File: src/rtl/alu_issue_stage.sv
// ID/EX issue stage: decodes RV32I ALU/load/store instructions into ALU control
// and operands, held in a single valid/ready pipeline slot with flush support.
module alu_issue_stage #(
   parameter int XLEN   = 32,
   parameter int CTRL_W = 4
) (
   input  logic              clk,
   input  logic              rst_n,
   input  logic              in_valid,
   output logic              in_ready,
   input  logic [31:0]       instr,
   input  logic [XLEN-1:0]   pc_in,
   input  logic [XLEN-1:0]   rs1_data,
   input  logic [XLEN-1:0]   rs2_data,
   input  logic              flush,
   input  logic              out_ready,
   output logic              out_valid,
   output logic [CTRL_W-1:0] alu_ctrl,
   output logic [XLEN-1:0]   op_a,
   output logic [XLEN-1:0]   op_b,
   output logic [XLEN-1:0]   store_data,
   output logic [4:0]        rd_addr,
   output logic              reg_write,
   output logic              illegal,
   output logic [XLEN-1:0]   pc_out
);

   localparam logic [6:0] OP_R     = 7'b0110011;
   localparam logic [6:0] OP_I     = 7'b0010011;
   localparam logic [6:0] OP_LOAD  = 7'b0000011;
   localparam logic [6:0] OP_STORE = 7'b0100011;

   localparam logic [CTRL_W-1:0] ALU_ADD = CTRL_W'(4'b0000);
   localparam logic [CTRL_W-1:0] ALU_SUB = CTRL_W'(4'b0001);
   localparam logic [CTRL_W-1:0] ALU_XOR = CTRL_W'(4'b0111);
   localparam logic [CTRL_W-1:0] ALU_OR  = CTRL_W'(4'b1000);
   localparam logic [CTRL_W-1:0] ALU_AND = CTRL_W'(4'b1001);

   logic [6:0]        opcode_s;
   logic [2:0]        f3_s;
   logic [6:0]        f7_s;
   logic [XLEN-1:0]   imm_i_s;
   logic [XLEN-1:0]   imm_s_s;
   logic              unused_rs1_idx_s;

   logic              illegal_s;
   logic [CTRL_W-1:0] alu_ctrl_s;
   logic [XLEN-1:0]   op_a_s;
   logic [XLEN-1:0]   op_b_s;
   logic [4:0]        rd_s;
   logic              writes_rd_s;
   logic              reg_write_s;
   logic              load_s;

   logic              out_valid_r;
   logic [CTRL_W-1:0] alu_ctrl_r;
   logic [XLEN-1:0]   op_a_r;
   logic [XLEN-1:0]   op_b_r;
   logic [XLEN-1:0]   store_data_r;
   logic [4:0]        rd_addr_r;
   logic              reg_write_r;
   logic              illegal_r;
   logic [XLEN-1:0]   pc_out_r;

   assign opcode_s         = instr[6:0];
   assign f3_s             = instr[14:12];
   assign f7_s             = instr[31:25];
   assign imm_i_s          = {{(XLEN-12){instr[31]}}, instr[31:20]};
   assign imm_s_s          = {{(XLEN-12){instr[31]}}, instr[31:25], instr[11:7]};
   // Register indices arrive pre-read as rs1_data/rs2_data; rs1 index is not needed here.
   assign unused_rs1_idx_s = ^instr[19:15];

   // Instruction decode and operand selection; illegal encodings issue with zeroed fields.
   always_comb begin
      illegal_s   = 1'b0;
      alu_ctrl_s  = ALU_ADD;
      op_a_s      = rs1_data;
      op_b_s      = rs2_data;
      rd_s        = instr[11:7];
      writes_rd_s = 1'b0;
      case (opcode_s)
         OP_R: begin
            writes_rd_s = 1'b1;
            case (f3_s)
               3'b000: begin
                  if (f7_s == 7'b0000000) begin
                     alu_ctrl_s = ALU_ADD;
                  end else if (f7_s == 7'b0100000) begin
                     alu_ctrl_s = ALU_SUB;
                  end else begin
                     illegal_s = 1'b1;
                  end
               end
               3'b100:  alu_ctrl_s = ALU_XOR;
               3'b110:  alu_ctrl_s = ALU_OR;
               3'b111:  alu_ctrl_s = ALU_AND;
               default: illegal_s  = 1'b1;
            endcase
            if ((f3_s != 3'b000) && (f7_s != 7'b0000000)) begin
               illegal_s = 1'b1;
            end else begin
               illegal_s = illegal_s;
            end
         end
         OP_I: begin
            writes_rd_s = 1'b1;
            op_b_s      = imm_i_s;
            case (f3_s)
               3'b000:  alu_ctrl_s = ALU_ADD;
               3'b100:  alu_ctrl_s = ALU_XOR;
               3'b110:  alu_ctrl_s = ALU_OR;
               3'b111:  alu_ctrl_s = ALU_AND;
               default: illegal_s  = 1'b1;
            endcase
         end
         OP_LOAD: begin
            writes_rd_s = 1'b1;
            op_b_s      = imm_i_s;
            case (f3_s)
               3'b000, 3'b001, 3'b010, 3'b100, 3'b101: alu_ctrl_s = ALU_ADD;
               default:                                illegal_s  = 1'b1;
            endcase
         end
         OP_STORE: begin
            op_b_s = imm_s_s;
            rd_s   = 5'd0;
            case (f3_s)
               3'b000, 3'b001, 3'b010: alu_ctrl_s = ALU_ADD;
               default:                illegal_s  = 1'b1;
            endcase
         end
         default: illegal_s = 1'b1;
      endcase
      if (illegal_s) begin
         alu_ctrl_s  = ALU_ADD;
         op_a_s      = '0;
         op_b_s      = '0;
         rd_s        = 5'd0;
         writes_rd_s = 1'b0;
      end else begin
         op_a_s = rs1_data;
      end
   end

   assign reg_write_s = writes_rd_s & (rd_s != 5'd0);
   assign in_ready    = ~out_valid_r | out_ready;
   assign load_s      = in_valid & in_ready & ~flush;

   // Pipeline slot: flush beats load and drain; a stall holds every field.
   always_ff @(posedge clk or negedge rst_n) begin
      if (!rst_n) begin
         out_valid_r  <= 1'b0;
         alu_ctrl_r   <= '0;
         op_a_r       <= '0;
         op_b_r       <= '0;
         store_data_r <= '0;
         rd_addr_r    <= 5'd0;
         reg_write_r  <= 1'b0;
         illegal_r    <= 1'b0;
         pc_out_r     <= '0;
      end else if (flush) begin
         out_valid_r <= 1'b0;
      end else if (load_s) begin
         out_valid_r  <= 1'b1;
         alu_ctrl_r   <= alu_ctrl_s;
         op_a_r       <= op_a_s;
         op_b_r       <= op_b_s;
         store_data_r <= rs2_data;
         rd_addr_r    <= rd_s;
         reg_write_r  <= reg_write_s;
         illegal_r    <= illegal_s;
         pc_out_r     <= pc_in;
      end else if (out_ready) begin
         out_valid_r <= 1'b0;
      end else begin
         out_valid_r <= out_valid_r;
      end
   end

   assign out_valid  = out_valid_r;
   assign alu_ctrl   = alu_ctrl_r;
   assign op_a       = op_a_r;
   assign op_b       = op_b_r;
   assign store_data = store_data_r;
   assign rd_addr    = rd_addr_r;
   assign reg_write  = reg_write_r;
   assign illegal    = illegal_r;
   assign pc_out     = pc_out_r;

endmodule
File: config.mk
export PLATFORM = sky130hd
export DESIGN_NAME = alu_issue_stage
export DESIGN_NICKNAME = d
export VERILOG_FILES = /design/src/rtl/alu_issue_stage.sv
export SDC_FILE = /design/constraint.sdc
export NUM_CORES = 1
export LEC_CHECK = 0
export ABC_AREA = 0
export CAP_MARGIN = 20
export CORE_MARGIN = 3
export CORE_UTILIZATION = 41
export DETAILED_ROUTE_END_ITERATION = 8
export GPL_TIMING_DRIVEN = 1
export PLACE_DENSITY = 0.79
export REMOVE_ABC_BUFFERS = 1
export SLEW_MARGIN = 20
export SYNTH_ARGS = -nofsm -noshare
export SYNTH_HDL_FRONTEND = slang
export SYNTH_SLANG_ARGS = --single-unit
File: constraint.sdc
create_clock -name clk -period 1.8 [get_ports clk]
set_clock_uncertainty 0.15 [all_clocks]
set_input_delay 0.27 -clock clk [delete_from_list [all_inputs] [get_ports clk]]
set_output_delay 0.27 -clock clk [all_outputs]
set_load 0.03 [all_outputs]
==> impl_metrics.py <==
metrics = {
    "run_status": {
        "outcome": "complete, no violations",
    },
    "layout": {
        "final_cells": 905,
        "fin_area_um2": 9330,
        "drive_above_1_share": 0.210,
        "diodes": 0,
        "synthToLayoutAreaGrowth_pct": 67.7,
        "fin_nets": 853,
        "final_util": 0.722,
    },
    "worst_setup_path": {
        "start_kind": "input pin",
        "reg2regPathDepth": 6,
        "r2r_slack_ns": 0.12,
        "worst_setup_path_end_kind": "flip-flop",
        "arrival_ns": 1.97,
        "reg2reg_from": "out_valid$_DFFE_PN0P_",
        "timing.critical_path.to": "op_b[4]$_DFFE_PN0P_",
        "cp_max_fo": 11,
        "startpoint": "instr[0]",
        "critPathKind": "input pin to flip-flop",
        "reg2reg_to": "op_b[4]$_DFFE_PN0P_",
        "cp.required_ns": 2.01,
    },
    "power_and_ir_drop": {
        "p_per_area_nw_per_um2": 1000,
        "leakage_nw": 4.61,
        "vdd_drop_max_uv": 715,
    },
    "clocking": {
        "clock_sinks": 139,
        "htreeDepth": 4,
        "numCtsBuffers": 17,
        "clk_latency_ns": 0.42,
        "clk_pin_slew_worst_paths_ns": 0.06,
        "cts_tree": "done",
        "cts.path.max_buffers": 2,
        "root_buffer": "clkbuf_16",
    },
    "route": {
        "via_count": 4725,
        "wire_per_inst_um": 19.1,
        "vias_per_cell": 5.22,
        "wl_um": 17300,
        "ant_nets": 0,
        "first_pass_iters": 4,
        "dr.first_iter.drc_count": 262,
        "drc_errors": 0,
    },
    "logic_synthesis": {
        "syn_inst": 418,
        "yosys-top-cells-count": "139 x dfrtp_1, 64 x mux2_2, 33 x a22o_1, 33 x nand2_1, 33 x o21ai_0",
        "post-synth-top-count-cell": "dfrtp_1",
        "synth.area.top_cells": "dfrtp_1 63%, mux2_2 13%, a22o_1 5.2%",
        "synth_top_area_cell": "dfrtp_1",
        "synth_area_per_cell_um2": 13.3,
        "async_flop_share": 1.00,
        "ys_ff_latch": 139,
        "yosys.area.top_type_share": 0.625,
        "seq_area_frac_synth": 0.625,
        "syn-cell-area_um2": 5570,
        "yosysWarnings": 0,
        "synth-edff-count": 0,
        "synth_flop_cell": "dfrtp_1",
        "yosysUniqueCellTypes": 34,
    },
    "floorplanning": {
        "io_pins": 274,
        "die_h_um": 123,
        "dieArea_um2": 15000,
        "coreArea_um2": 12900,
        "rows": 41,
        "start_util": 0.431,
        "die_w_um": 123,
    },
    "timing": {
        "final_hold_viol_count": 0,
        "max_freq_ghz": 0.567,
        "rsz0062_at_grt": "yes",
        "period_share": 0.981,
        "maxSlewHeadroom": 0.715,
        "slew_viol_final": 0,
        "setup_viol": 0,
        "worst_pin_slew_ns": 0.427,
        "fin_crit_ns": 1.77,
    },
    "placed_design": {
        "dp_hpwl_um": 12500,
        "place_inst": 866,
        "gp_congestion": 0.826,
        "place_area_um2": 8710,
        "port_buffers": 268,
    },
    "global_routing": {
        "grt_max_degree": 47,
        "grt.total_usage": 0.231,
        "antenna_found_initial": 0,
        "grt_overflow_total": 0,
        "grt_pass1_wl_um": 26700,
        "grt_pass1_vias": 5053,
    },
    "flow_run": {
        "drv_cap": 0,
    },
    "hold_path": {
        "hold_path_class": "input pin to flip-flop",
    },
}
==> state kept, by name, indices dropped and copies added, names as in the netlist <==
register	count
op_a	32
op_b	32
pc_out	32
store_data	32
rd_addr	5
alu_ctrl	3
illegal	1
out_valid	1
reg_write	1
==> repair_timing <==
item | CTS | global route
resized for setup | 150 | 21
hold endpoints to repair | 43 | 0
setup buffers | 0 | 3
cloned | 0 | 3
endpoints found under the setup margin | 214 | 59
pin swaps | 3 | 0
hold buffers | 1 | 0
==> worst max-delay path, cell delays in order <==
cell	delay (ns)
clkdlybuf4s50_1	0.49
and3b_2	0.20
nand4_1	0.20
a2111oi_4	0.27
buf_4	0.22
buf_8	0.16
a32o_2	0.16
==> kinds of logic (layout without fill, tap and decap cells) <==
logic type	after synthesis	after routing	share of synthesized area
AOI/OAI and AO/OA	114	114	0.149
buffers and inverters	30	345	0.0274
DFF	139	139	0.625
muxes	70	70	0.140
and+or+nand+nor	65	65	0.0587
==> report_power, final <==
| part | total (mW) | leakage, nW | internal, mW | switching, mW |
|---|---|---|---|---|
| registers | 3.51 | 1.79 | 3.39 | 0.123 |
| logic | 1.78 | 2.49 | 0.788 | 0.990 |
| clock network | 4.04 | 0.331 | 2.73 | 1.31 |
| total | 9.33 | 4.61 | 6.90 | 2.43 |
==> stage by stage <==
stage	TNS, ns	total power [mW]	hold WS [ns]	setup slack [ns]
after floorplan	-307.45	4.46	-0.176	-2.35
after global placement	-46.60	5.50	0.0739	-0.519
after detailed placement	-51.67	5.55	0.0761	-0.577
after CTS	0	9.40	0.192	0.0264
after global routing	-0.0360	9.67	0.172	-0.00811
final	0	9.33	0.145	0.0349
==> worst min-delay path by stage <==
stage	to	startpoint	cells past startpoint	slack, ns
floorplan	alu_ctrl[0]$_DFFE_PN0P_	rst_n	0	-0.18
global placement	store_data[13]$_DFFE_PN0P_	rst_n	1	0.07
detailed placement	store_data[13]$_DFFE_PN0P_	rst_n	1	0.08
CTS	op_b[7]$_DFFE_PN0P_	instr[27]	3	0.19
global route	alu_ctrl[3]$_DFFE_PN0P_	instr[14]	2	0.17
finish	alu_ctrl[3]$_DFFE_PN0P_	instr[14]	2	0.14
==> final cells by class <==
type,count,area [µm²]
Fill cell,928,3600
Timing Repair Buffer,312,3000
Clock inverter,13,246
Inverter,1,3.75
Sequential cell,139,3480
Multi-Input combinational cell,249,1960
Tap cell,172,215
Clock buffer,19,433
==> metal layers <==
layer,vias up,track usage,wire (µm)
li1,2150,-,-
met5,-,0,0
met1,2315,0.259,6580
met2,219,0.392,8630
met4,0,0.0994,539
met3,41,0.0866,1560
==> layout by cell type, fill, tap and decap left out, drive strengths merged, types with 13 or more instances in the layout <==
cell type,n
dlygate4sd2,144
dfrtp,139
clkdlybuf4s50,117
mux2,64
buf,44
a22o,33
nand2,33
o21ai,33
a21oi,26
clkbuf,20
a32o,13
No activity file was read; power rests on OpenSTA's default activity.
